### config.mk
export PLATFORM = sky130hd
export DESIGN_NAME = serial_unsigned_subtractor
export DESIGN_NICKNAME = d
export VERILOG_FILES = /design/src/rtl/serial_unsigned_subtractor_pkg.sv /design/src/rtl/serial_unsigned_subtractor_full_subtractor.sv /design/src/rtl/serial_unsigned_subtractor.sv
export SDC_FILE = /design/constraint.sdc
export NUM_CORES = 1
export LEC_CHECK = 0
export CAP_MARGIN = 20
export CELL_PAD_IN_SITES_DETAIL_PLACEMENT = 1
export CELL_PAD_IN_SITES_GLOBAL_PLACEMENT = 1
export CORE_MARGIN = 2
export CORE_UTILIZATION = 37
export CTS_CLUSTER_SIZE = 16
export DETAILED_ROUTE_END_ITERATION = 7
export GPL_ROUTABILITY_DRIVEN = 0
export PLACE_DENSITY = 0.84
export REMOVE_ABC_BUFFERS = 1
export SLEW_MARGIN = 40
export SYNTH_ARGS = -nofsm -noshare
export SYNTH_HDL_FRONTEND = slang
export SYNTH_HIERARCHICAL = 1
export SYNTH_SLANG_ARGS = --single-unit
### constraint.sdc
create_clock -name CLK -period 1.35 [get_ports CLK]
set_input_delay 0.3375 -clock CLK [delete_from_list [all_inputs] [get_ports CLK]]
set_output_delay 0.3375 -clock CLK [all_outputs]
set_load 0.01 [all_outputs]
### src/rtl/serial_unsigned_subtractor_pkg.sv
// Shared helpers for the serial unsigned subtractor.
package serial_unsigned_subtractor_pkg;

  // Width of a counter that can hold every value from 0 to width inclusive.
  function automatic int cnt_width(input int width);
    return $clog2(width + 1);
  endfunction

endpackage

### src/rtl/serial_unsigned_subtractor_full_subtractor.sv
// One-bit full subtractor: d = a - b - bin, with borrow out.
module full_subtractor (
  input  logic a,
  input  logic b,
  input  logic bin,
  output logic d,
  output logic bout
);

  // Borrow is produced when b exceeds a, or when a equals b and a borrow arrives.
  always_comb begin
    d    = a ^ b ^ bin;
    bout = (~a & b) | (~(a ^ b) & bin);
  end

endmodule

### src/rtl/serial_unsigned_subtractor.sv
// Bit-serial unsigned subtractor: computes (A - B - BI) mod 2^WIDTH one bit
// per clock, LSB first, and reports the final borrow.
module serial_unsigned_subtractor
  import serial_unsigned_subtractor_pkg::*;
#(
  parameter int WIDTH = 8
) (
  input  logic             CLK,
  input  logic             RST,
  input  logic             START,
  input  logic [WIDTH-1:0] A,
  input  logic [WIDTH-1:0] B,
  input  logic             BI,
  output logic             BUSY,
  output logic             DONE,
  output logic [WIDTH-1:0] DIFF,
  output logic             BO
);

  localparam int CNT_W = cnt_width(WIDTH);
  localparam logic [CNT_W-1:0] LAST_CNT = CNT_W'(WIDTH - 1);

  typedef enum logic [1:0] {
    ST_IDLE = 2'd0,
    ST_RUN  = 2'd1,
    ST_FIN  = 2'd2
  } state_t;

  state_t           r_state;
  state_t           w_state_next;
  logic [WIDTH-1:0] r_a;
  logic [WIDTH-1:0] r_b;
  logic [WIDTH-1:0] r_acc;
  logic [WIDTH-1:0] r_diff;
  logic             r_borrow;
  logic             r_bo;
  logic [CNT_W-1:0] r_cnt;
  logic             w_d;
  logic             w_bout;
  logic             w_capture;
  logic             w_last;

  // The single per-bit arithmetic cell works on the current LSBs.
  full_subtractor u_full_subtractor (
    .a    (r_a[0]),
    .b    (r_b[0]),
    .bin  (r_borrow),
    .d    (w_d),
    .bout (w_bout)
  );

  // Next-state logic; also flags operand capture and the final bit step.
  always_comb begin
    w_state_next = r_state;
    w_capture    = 1'b0;
    w_last       = 1'b0;
    case (r_state)
      ST_IDLE: begin
        if (START) begin
          w_state_next = ST_RUN;
          w_capture    = 1'b1;
        end
      end
      ST_RUN: begin
        if (r_cnt == LAST_CNT) begin
          w_state_next = ST_FIN;
          w_last       = 1'b1;
        end
      end
      ST_FIN: begin
        if (START) begin
          w_state_next = ST_RUN;
          w_capture    = 1'b1;
        end else begin
          w_state_next = ST_IDLE;
        end
      end
      default: w_state_next = ST_IDLE;
    endcase
  end

  // State register; reset wins over any request.
  always_ff @(posedge CLK) begin
    if (RST) begin
      r_state <= ST_IDLE;
    end else begin
      r_state <= w_state_next;
    end
  end

  // Datapath: capture operands, shift one bit per RUN cycle, publish on the last bit.
  always_ff @(posedge CLK) begin
    if (RST) begin
      r_a      <= '0;
      r_b      <= '0;
      r_acc    <= '0;
      r_borrow <= 1'b0;
      r_cnt    <= '0;
      r_diff   <= '0;
      r_bo     <= 1'b0;
    end else if (w_capture) begin
      r_a      <= A;
      r_b      <= B;
      r_acc    <= '0;
      r_borrow <= BI;
      r_cnt    <= '0;
    end else if (r_state == ST_RUN) begin
      r_a      <= {1'b0, r_a[WIDTH-1:1]};
      r_b      <= {1'b0, r_b[WIDTH-1:1]};
      r_acc    <= {w_d, r_acc[WIDTH-1:1]};
      r_borrow <= w_bout;
      r_cnt    <= r_cnt + CNT_W'(1);
      if (w_last) begin
        r_diff <= {w_d, r_acc[WIDTH-1:1]};
        r_bo   <= w_bout;
      end
    end
  end

  assign BUSY = (r_state == ST_RUN);
  assign DONE = (r_state == ST_FIN);
  assign DIFF = r_diff;
  assign BO   = r_bo;

endmodule

# Word-level counts from Yosys, hierarchy flattened
# Index checks and enable logic that the tools add are counted.
op_classes:
  addsub: 1
  muxes: 14
  n_reduce_logical: 6
  eq_ne: 5
  bitwise_logic: 8
op_table:
  columns: ["cell", "n"]
  rows:
  - ["$mux W8", 4]
  - ["$mux W1", 7]
  - ["$pmux W2 S3", 1]
  - ["$add A4 B1 Y4 const B", 1]
  - ["$eq A4 B3 Y1 const B", 1]
  - ["$mux W2", 2]
  - ["$reduce_or A2 Y1", 2]
  - ["$not A1 Y1", 3]
  - ["$reduce_and A3 Y1", 1]
  - ["$and A1 B1 Y1", 2]
  - ["$eq A2 B1 Y1 const B", 1]
  - ["$eq A2 B2 Y1 const B", 1]
  - ["$logic_not A2 Y1", 1]
  - ["$ne A2 B1 Y1 const B", 1]
  - ["$ne A2 B2 Y1 const B", 1]
  - ["$reduce_and A2 Y1", 1]
  - ["$reduce_bool A2 Y1", 1]
  - ["$xor A1 B1 Y1", 2]
  - ["$or A1 B1 Y1", 1]
word_totals:
  word_cells: 42
  ff_bits: 40

# Depth between registers and ports, before layout
# Gate-level depths: netlist of the first run.
logic_depth:
  depth_word: 6
  ltp_mapped: 5
  depth_no_buf: 5

# Modules after synthesis
# Netlist of the first run, hierarchy kept.
by_module_without_submodules:
  columns: ["mod", "cells_per_inst", "instances", "area_per_inst_um2", "seq_area_each_um2"]
  rows:
  - ["serial_unsigned_subtractor", 179, 1, 1530.2, 780.7]
  - ["full_subtractor", 4, 1, 31.3, 0.0]

# Worst setup path before layout of the first run
# Ideal clock, no wire load.
synth_timing:
  path_kind: "register to register"
  startpoint: "register r_cnt[0]"
  endpoint: "register r_bo, in the netlist BO"
  arrival_ns: 1.118
  setup_slack_ns: 0.160
  n_path_buf: 0
  path_stages_with_launch: 5
  period_less_slack_ns: 1.190
  setup_time_ns: 0.072
  required_ns: 1.278
  cell_sequence: "dfxtp_1 -> ha_1 -> nand3b_1 -> nor2_4 -> mux2i_1"
synth_between:
  elab_chain_len: 4
synth_lines:
  columns: ["element", "line_no", "source"]
  rows:
  - ["from (decl)", "serial_unsigned_subtractor.sv:37", "logic [CNT_W-1:0] r_cnt;"]
  - ["from (signal assigned)", "serial_unsigned_subtractor.sv:112", "r_cnt <= r_cnt + CNT_W'(1);"]
  - ["$eq A4 B3 Y1", "serial_unsigned_subtractor.sv:65", "if (r_cnt == LAST_CNT) begin"]
  - ["$mux W1", "serial_unsigned_subtractor.sv:65", null]
  - ["$mux W1", "serial_unsigned_subtractor.sv:57", "case (r_state)"]
  - ["$reduce_and A3 Y1 (no line)", null, null]
  - ["to (signal assigned)", "serial_unsigned_subtractor.sv:115", "r_bo <= w_bout;"]
  - ["to (decl)", "serial_unsigned_subtractor.sv:36", "logic r_bo;"]
# No other way between the ends.
# A chain may end at the register's enable or synchronous reset.

# Worst setup path in the final report of the first run
layout_timing:
  startpoint: "register r_state[0]"
  endpoint: "register r_b[0]"
layout_between:
  elab_chain_len: 4
layout_lines:
  columns: ["element", "line_no", "source"]
  rows:
  - ["from (decl)", "serial_unsigned_subtractor.sv:29", "state_t r_state;"]
  - ["from (signal assigned)", "serial_unsigned_subtractor.sv:87", "r_state <= w_state_next;"]
  - ["$eq A2 B2 Y1 / $logic_not A2 Y1 (equally long branches)", "serial_unsigned_subtractor.sv:57", null]
  - ["$reduce_or A2 Y1 (no line)", null, null]
  - ["$mux W1", null, null]
  - ["$mux W8 / $reduce_bool A2 Y1 (equally long branches)", null, null]
  - ["to (signal assigned)", "serial_unsigned_subtractor.sv:109", "r_b <= {1'b0, r_b[WIDTH-1:1]};"]
  - ["to (decl)", "serial_unsigned_subtractor.sv:32", "logic [WIDTH-1:0] r_b;"]
# Parallel ways exist; a longest one is shown, timed or not.

==> flow_metrics.tcl, run 1 <==
set metrics [dict create \
    outcome "complete, no violations" \
    finalCriticalPeriod_ps 1308 \
    synth_flop_cell "dfxtp_1" \
    fmax_mhz 764.6 \
    seq_area_frac_synth_pct 50.00 \
    cts_buffer_depth 2 \
    synth_edf_count 0 \
    p_per_area_mw_per_mm2 1150 \
    clk_pin_slew_ps 70 \
    met3_usage_pct 4.870 \
    grt_antenna_before_repair 0 \
    core_area_mm2 0.004029 \
    io_buffers 30 \
    drive_gt1_share_pct 15.32 \
    fin_tns_setup_ps 0 \
    hp-class "reg -> reg" \
    critPathRequiredTime_ps 1520 \
    critical_path_class "reg -> reg" \
    use_met1_pct 19.76 \
    dr.pass1.iters 4 \
    die_w_um 68.97 \
    finalPower_mw 2.441 \
    drc 0 \
    async_flop_share_pct 0 \
    pin_count 31 \
    synth-seq-cells 39 \
    num_vias 1389 \
    antenna_left 0 \
    hold_ws_ps 452.4 \
    skew_ps 3.327 \
    grtUsageMet2_pct 29.21 \
    yosys_warnings 6 \
    avgViaCountPerCell 5.107 \
    tightestPinTransition_ps 278.0 \
    vdd_ir_drop_max_uv 526.0 \
    start_util_pct 38.76 \
    cts_tree "yes" \
    synth_area_mm2 0.001561 \
    rsz0062_at_grt "true" \
    overflow 0 \
    setup_violations 0 \
    crit_path_start_kind "register" \
    rr_worst_depth 6 \
    maxSlewViolCount 0 \
    netlist_instances 183 \
    hold_start "DIFF[0]" \
    finalCritPeriodShare_pct 96.89 \
    syn_avg_cell_area_um2 8.533 \
    dp.cells 263 \
    startpoint "r_state[0]" \
    rows 23 \
    nets 243 \
    p_leak_nw 0.8080 \
    cts_buffers 5 \
    min_to "DIFF[0]" \
    htree_levels 2 \
    clock_tree.root_cell "clkbuf_8" \
    grt_max_degree 29 \
    cts.hold.buffers_added 0 \
    drt-initial-drc-count 40 \
    cp.arrival_ps 1480 \
    timing.rr.start "r_state[0]" \
    stdcell_count 272 \
    synthToLayoutAreaGrowth_pct 35.90 \
    slew_headroom_pct 81.46 \
    busiest_layer "met2" \
    crit_path_end_kind "register" \
    dp_hpwl_mm 2.429 \
    min_path_cells 2 \
    die-area_mm2 0.004756 \
    ys_types 27 \
    n_antenna_cell 0 \
    wire_per_inst_um 13.00 \
    grt_usage_pct 16.85 \
    grt_pass1_vias 1330 \
    insertion_delay_ps 290 \
    r2r_setup_slack_ps 40 \
    grt_pass1_wl_mm 5.878 \
    hold_violations 0 \
    cts.sinks 39 \
    critPathMaxFanout 7 \
    die_h_um 68.97 \
    max_cap_violations 0 \
    drt-total-wl_mm 3.537 \
    r2r-end "r_b[0]" \
    fin_util_pct 52.67 \
]
==> worst max path at each step <==
stage              to  slack, ps  cells past startpoint
2_1_floorplan  r_a[0]       -830                      4
3_3_place_gp   r_b[7]       -180                      5
3_5_place_dp   r_b[7]       -240                      5
4_1_cts          BUSY         10                      3
5_1_grt        r_b[4]        -20                      6
6_report       r_b[0]         40                      6
==> per-stage QoR <==
stage / setup WS (ps) / area (µm²)
final: 42.04 / 2122
after global routing: -19.73 / 2122
after CTS: 9.656 / 2088
after detailed placement: -237.6 / 1989
after global placement: -180.1 / 1989
after floorplan: -833.3 / 1491
==> layout make-up <==
type / count / area, µm²
Clock buffer: 8 / 100.1
Tap cell: 50 / 62.56
Inverter: 5 / 18.77
Sequential cell: 39 / 787.0
Multi-Input combinational cell: 126 / 724.4
Fill cell: 481 / 1907
Timing Repair Buffer: 44 / 429.2
==> layer usage <==
metal / up-vias / part of all wire (%) / routed length, µm
li1: 702 / - / -
met1: 655 / 46 / 1635
met2: 26 / 48 / 1713
met3: 6 / 4.0 / 143
met4: 0 / 1.2 / 44
met5: - / 0 / 0
==> registers in the layout, summed over array words and instances, names as in the netlist <==
name / flops
DIFF: 8
r_state: 2
r_b: 8
r_a: 8
r_cnt: 4
BO: 1
r_borrow: 1
r_acc: 7
==> cell usage in the layout, fill, tap and decap left out, drive strengths merged <==
cell / netlist / layout
buf: 10 / 16
nand3: 4 / 4
xor2: 1 / 1
nor2: 4 / 4
and2b: 1 / 1
dfxtp: 39 / 39
a31oi: 4 / 4
inv: 4 / 5
o21ai: 5 / 5
clkdlybuf4s50: 0 / 19
nand2: 44 / 44
nand3b: 2 / 2
clkbuf: 3 / 8
mux2i: 10 / 10
a22oi: 2 / 2
ha: 1 / 1
xnor2: 1 / 1
nor2b: 1 / 1
nor3: 20 / 20
fa: 1 / 1
nand2b: 2 / 2
o22ai: 9 / 9
a21oi: 13 / 13
dlygate4sd2: 0 / 9
or3: 1 / 1
==> synth_stat cells (all sizes together) (4+ instances only) <==
| cell | count | area [µm²] |
|---|---|---|
| inv | 4 | 15.01 |
| nor3 | 20 | 100.1 |
| o22ai | 9 | 56.30 |
| a21oi | 13 | 65.06 |
| buf | 10 | 58.81 |
| a31oi | 4 | 25.02 |
| dfxtp | 39 | 780.8 |
| nor2 | 4 | 22.52 |
| nand3 | 4 | 20.02 |
| nand2 | 44 | 165.2 |
| mux2i | 10 | 100.1 |
| o21ai | 5 | 25.02 |
==> cells by family (layout without fill, tap and decap cells) <==
logic type / after synthesis / count (layout) / share of synthesized area [%]
AO/OA/AOI/OAI: 33 / 33 / 11.94
XOR/XNOR: 2 / 2 / 1.122
adder cells (fa/ha/maj): 2 / 2 / 2.083
buffers and inverters: 18 / 57 / 5.689
flip-flops: 39 / 39 / 50.00
multiplexers: 10 / 10 / 6.411
AND/OR/NAND/NOR: 79 / 79 / 22.76
==> report_power, final <==
group / switching, mW / total, mW / internal (mW)
registers: 0.0343 / 1.24 / 1.21
clock network: 0.386 / 0.852 / 0.466
logic: 0.175 / 0.349 / 0.174
==> worst max-delay path: stages, from the launching register on <==
cell      delay, ps
dfxtp_4         360
buf_4           130
buf_4           130
nand2b_1        180
buf_4           190
o22ai_1         130
nor3_1           70
==> timing repair <==
action / CTS / global route
resized for setup: 21 / 13
setup buffers: 1 / 0
setup endpoints to repair: 11 / 11
No activity file was read; power rests on OpenSTA's default activity.
==> run 2: changes to the inputs <==
- CELL_PAD_IN_SITES_DETAIL_PLACEMENT: 1 -> not set
- CELL_PAD_IN_SITES_GLOBAL_PLACEMENT: 1 -> not set
- CORE_UTILIZATION: 37 -> 50
- PLACE_DENSITY: 0.84 -> 0.85
==> flow_metrics.tcl, run 2 (synthesized netlist as in run 1, its figures left out) <==
set metrics [dict create \
    pin_count 31 \
    num_vias 1362 \
    cts_buffers 5 \
    p_int_mw 1.680 \
    grt_pass1_vias 1171 \
    maxSlewViolCount 0 \
    p_sw_share_pct 24.58 \
    max_cap_violations 0 \
    cp.arrival_ps 1030 \
    p_leak_nw 0.7800 \
    clock_tree.root_cell "clkbuf_4" \
    cts.sinks 39 \
    outcome "finished, violations left" \
    die_w_um 59.89 \
    hold_violations 0 \
    start_util_pct 52.00 \
    grt_usage_pct 19.18 \
    overflow 0 \
    antenna_left 0 \
    p_seq_share_pct 55.5 \
    critPathMaxStageDelay_ps 390 \
    grt_pass1_wl_mm 5.064 \
    dp_hpwl_mm 2.054 \
    most-common-layout-cells "nand2_1, dfxtp_1, nor3_1" \
    hold_start "DIFF[6]" \
    wire_per_inst_um 11.71 \
    n_fill_cell 267 \
    startpoint "r_state[0]" \
    skew_ps 6.880 \
    die-area_mm2 0.003586 \
    avgViaCountPerCell 5.320 \
    slew_headroom_pct 80.07 \
    crit_path_top_delay_cell "dfxtp_4" \
    rsz0062_at_grt "true" \
    path_cells "and2b_1 -> buf_2" \
    fin_ws_ps -20.21 \
    n_antenna_cell 0 \
    critPathRequiredTime_ps 1010 \
    core_area_mm2 0.003003 \
    critical_path_class "reg -> out" \
    p_clk_share_pct 29.7 \
    rr_worst_depth 4 \
    synthToLayoutAreaGrowth_pct 31.57 \
    cts_tree "yes" \
    nets 244 \
    clk_pin_slew_ps 110 \
    grt_antenna_before_repair 0 \
    drt-initial-drc-count 64 \
    drt-total-wl_mm 2.999 \
    hp-class "reg -> reg" \
    finalCritPeriodShare_pct 101.5 \
    min_to "DIFF[6]" \
    timing.rr.start "r_state[1]" \
    vdd_ir_drop_max_uv 657.4 \
    finalCriticalPeriod_ps 1370 \
    crit_path_end_kind "output port" \
    r2r_setup_slack_ps 80 \
    htree_levels 2 \
    die_h_um 59.89 \
    hold_ws_ps 459.6 \
    cts_buffer_depth 2 \
    critPathMaxFanout 4 \
    grt_max_degree 29 \
    fmax_mhz 729.8 \
    fin_util_pct 68.42 \
    combPwrFrac_pct 14.8 \
    final_common_cell "nand2_1" \
    dr.pass1.iters 4 \
    p_per_area_mw_per_mm2 1084 \
    r2r-end "r_cnt[3]" \
    crit_path_start_kind "register" \
    insertion_delay_ps 340 \
    fin_tns_setup_ps -20.21 \
    setup_violations 1 \
    rows 20 \
    min_path_cells 2 \
    violations "negative setup slack" \
    switching_power_uw 547.5 \
    tightestPinTransition_ps 298.9 \
    drc 0 \
    io_buffers 30 \
    drive_gt1_share_pct 13.00 \
]
-- run 2: worst max-delay path, delay by kind of cell, from the launching register on --
kind,cells,cell delay (ps)
simple gates,1,170
flops,1,390
buf+inv,1,130
-- run 2: metal layers --
metal	vias to the layer above	track usage, %	wire, µm
met1	624	23.74	1378
li1	704	-	-
met5	-	0	0
met3	6	8.009	156
met2	28	30.43	1417
met4	0	5.714	46
-- run 2: power groups by stage --
stage | Combinational [mW] | Clock, mW | Sequential, mW
CTS | 0.328 | 0.675 | 1.24
detailed placement | 0.325 | 0 | 1.26
global route | 0.368 | 0.738 | 1.24
finish | 0.331 | 0.660 | 1.24
global placement | 0.322 | 0 | 1.26
floorplan | 0.168 | 0 | 1.25
-- run 2: worst max-delay path by stage --
stage                        end  slack (ps)  cells after the start
after floorplan           r_a[0]        -830                      4
after global placement    r_b[7]        -170                      5
after detailed placement  r_b[7]        -230                      5
after CTS                   DONE         -30                      2
after global routing        DONE         -70                      2
final                       DONE         -20                      2
-- run 2: timing repair --
action | in CTS | in global routing
hold buffers | 0 | 0
setup buffers | 0 | 1
gates resized for setup | 22 | 4
endpoints found under the setup margin | 11 | 5
-- run 2: metrics by stage --
step	power, mW	cells	cell area (µm²)	worst slack [ps]
final	2.227	256	2054	-20.21
after global routing	2.348	256	2054	-68.93
after CTS	2.238	255	2037	-31.76
after detailed placement	1.586	247	1976	-226.5
after global placement	1.581	247	1976	-168.5
after floorplan	1.422	170	1491	-833.3
-- run 2: cell type report --
class	count	area [µm²]	area share, %
clock buffer	8	68.82	3.350
inverter	5	21.27	1.035
multi-input combinational	126	699.4	34.04
sequential	39	785.8	38.25
tap	33	41.29	2.010
timing repair buffer	45	437.9	21.32
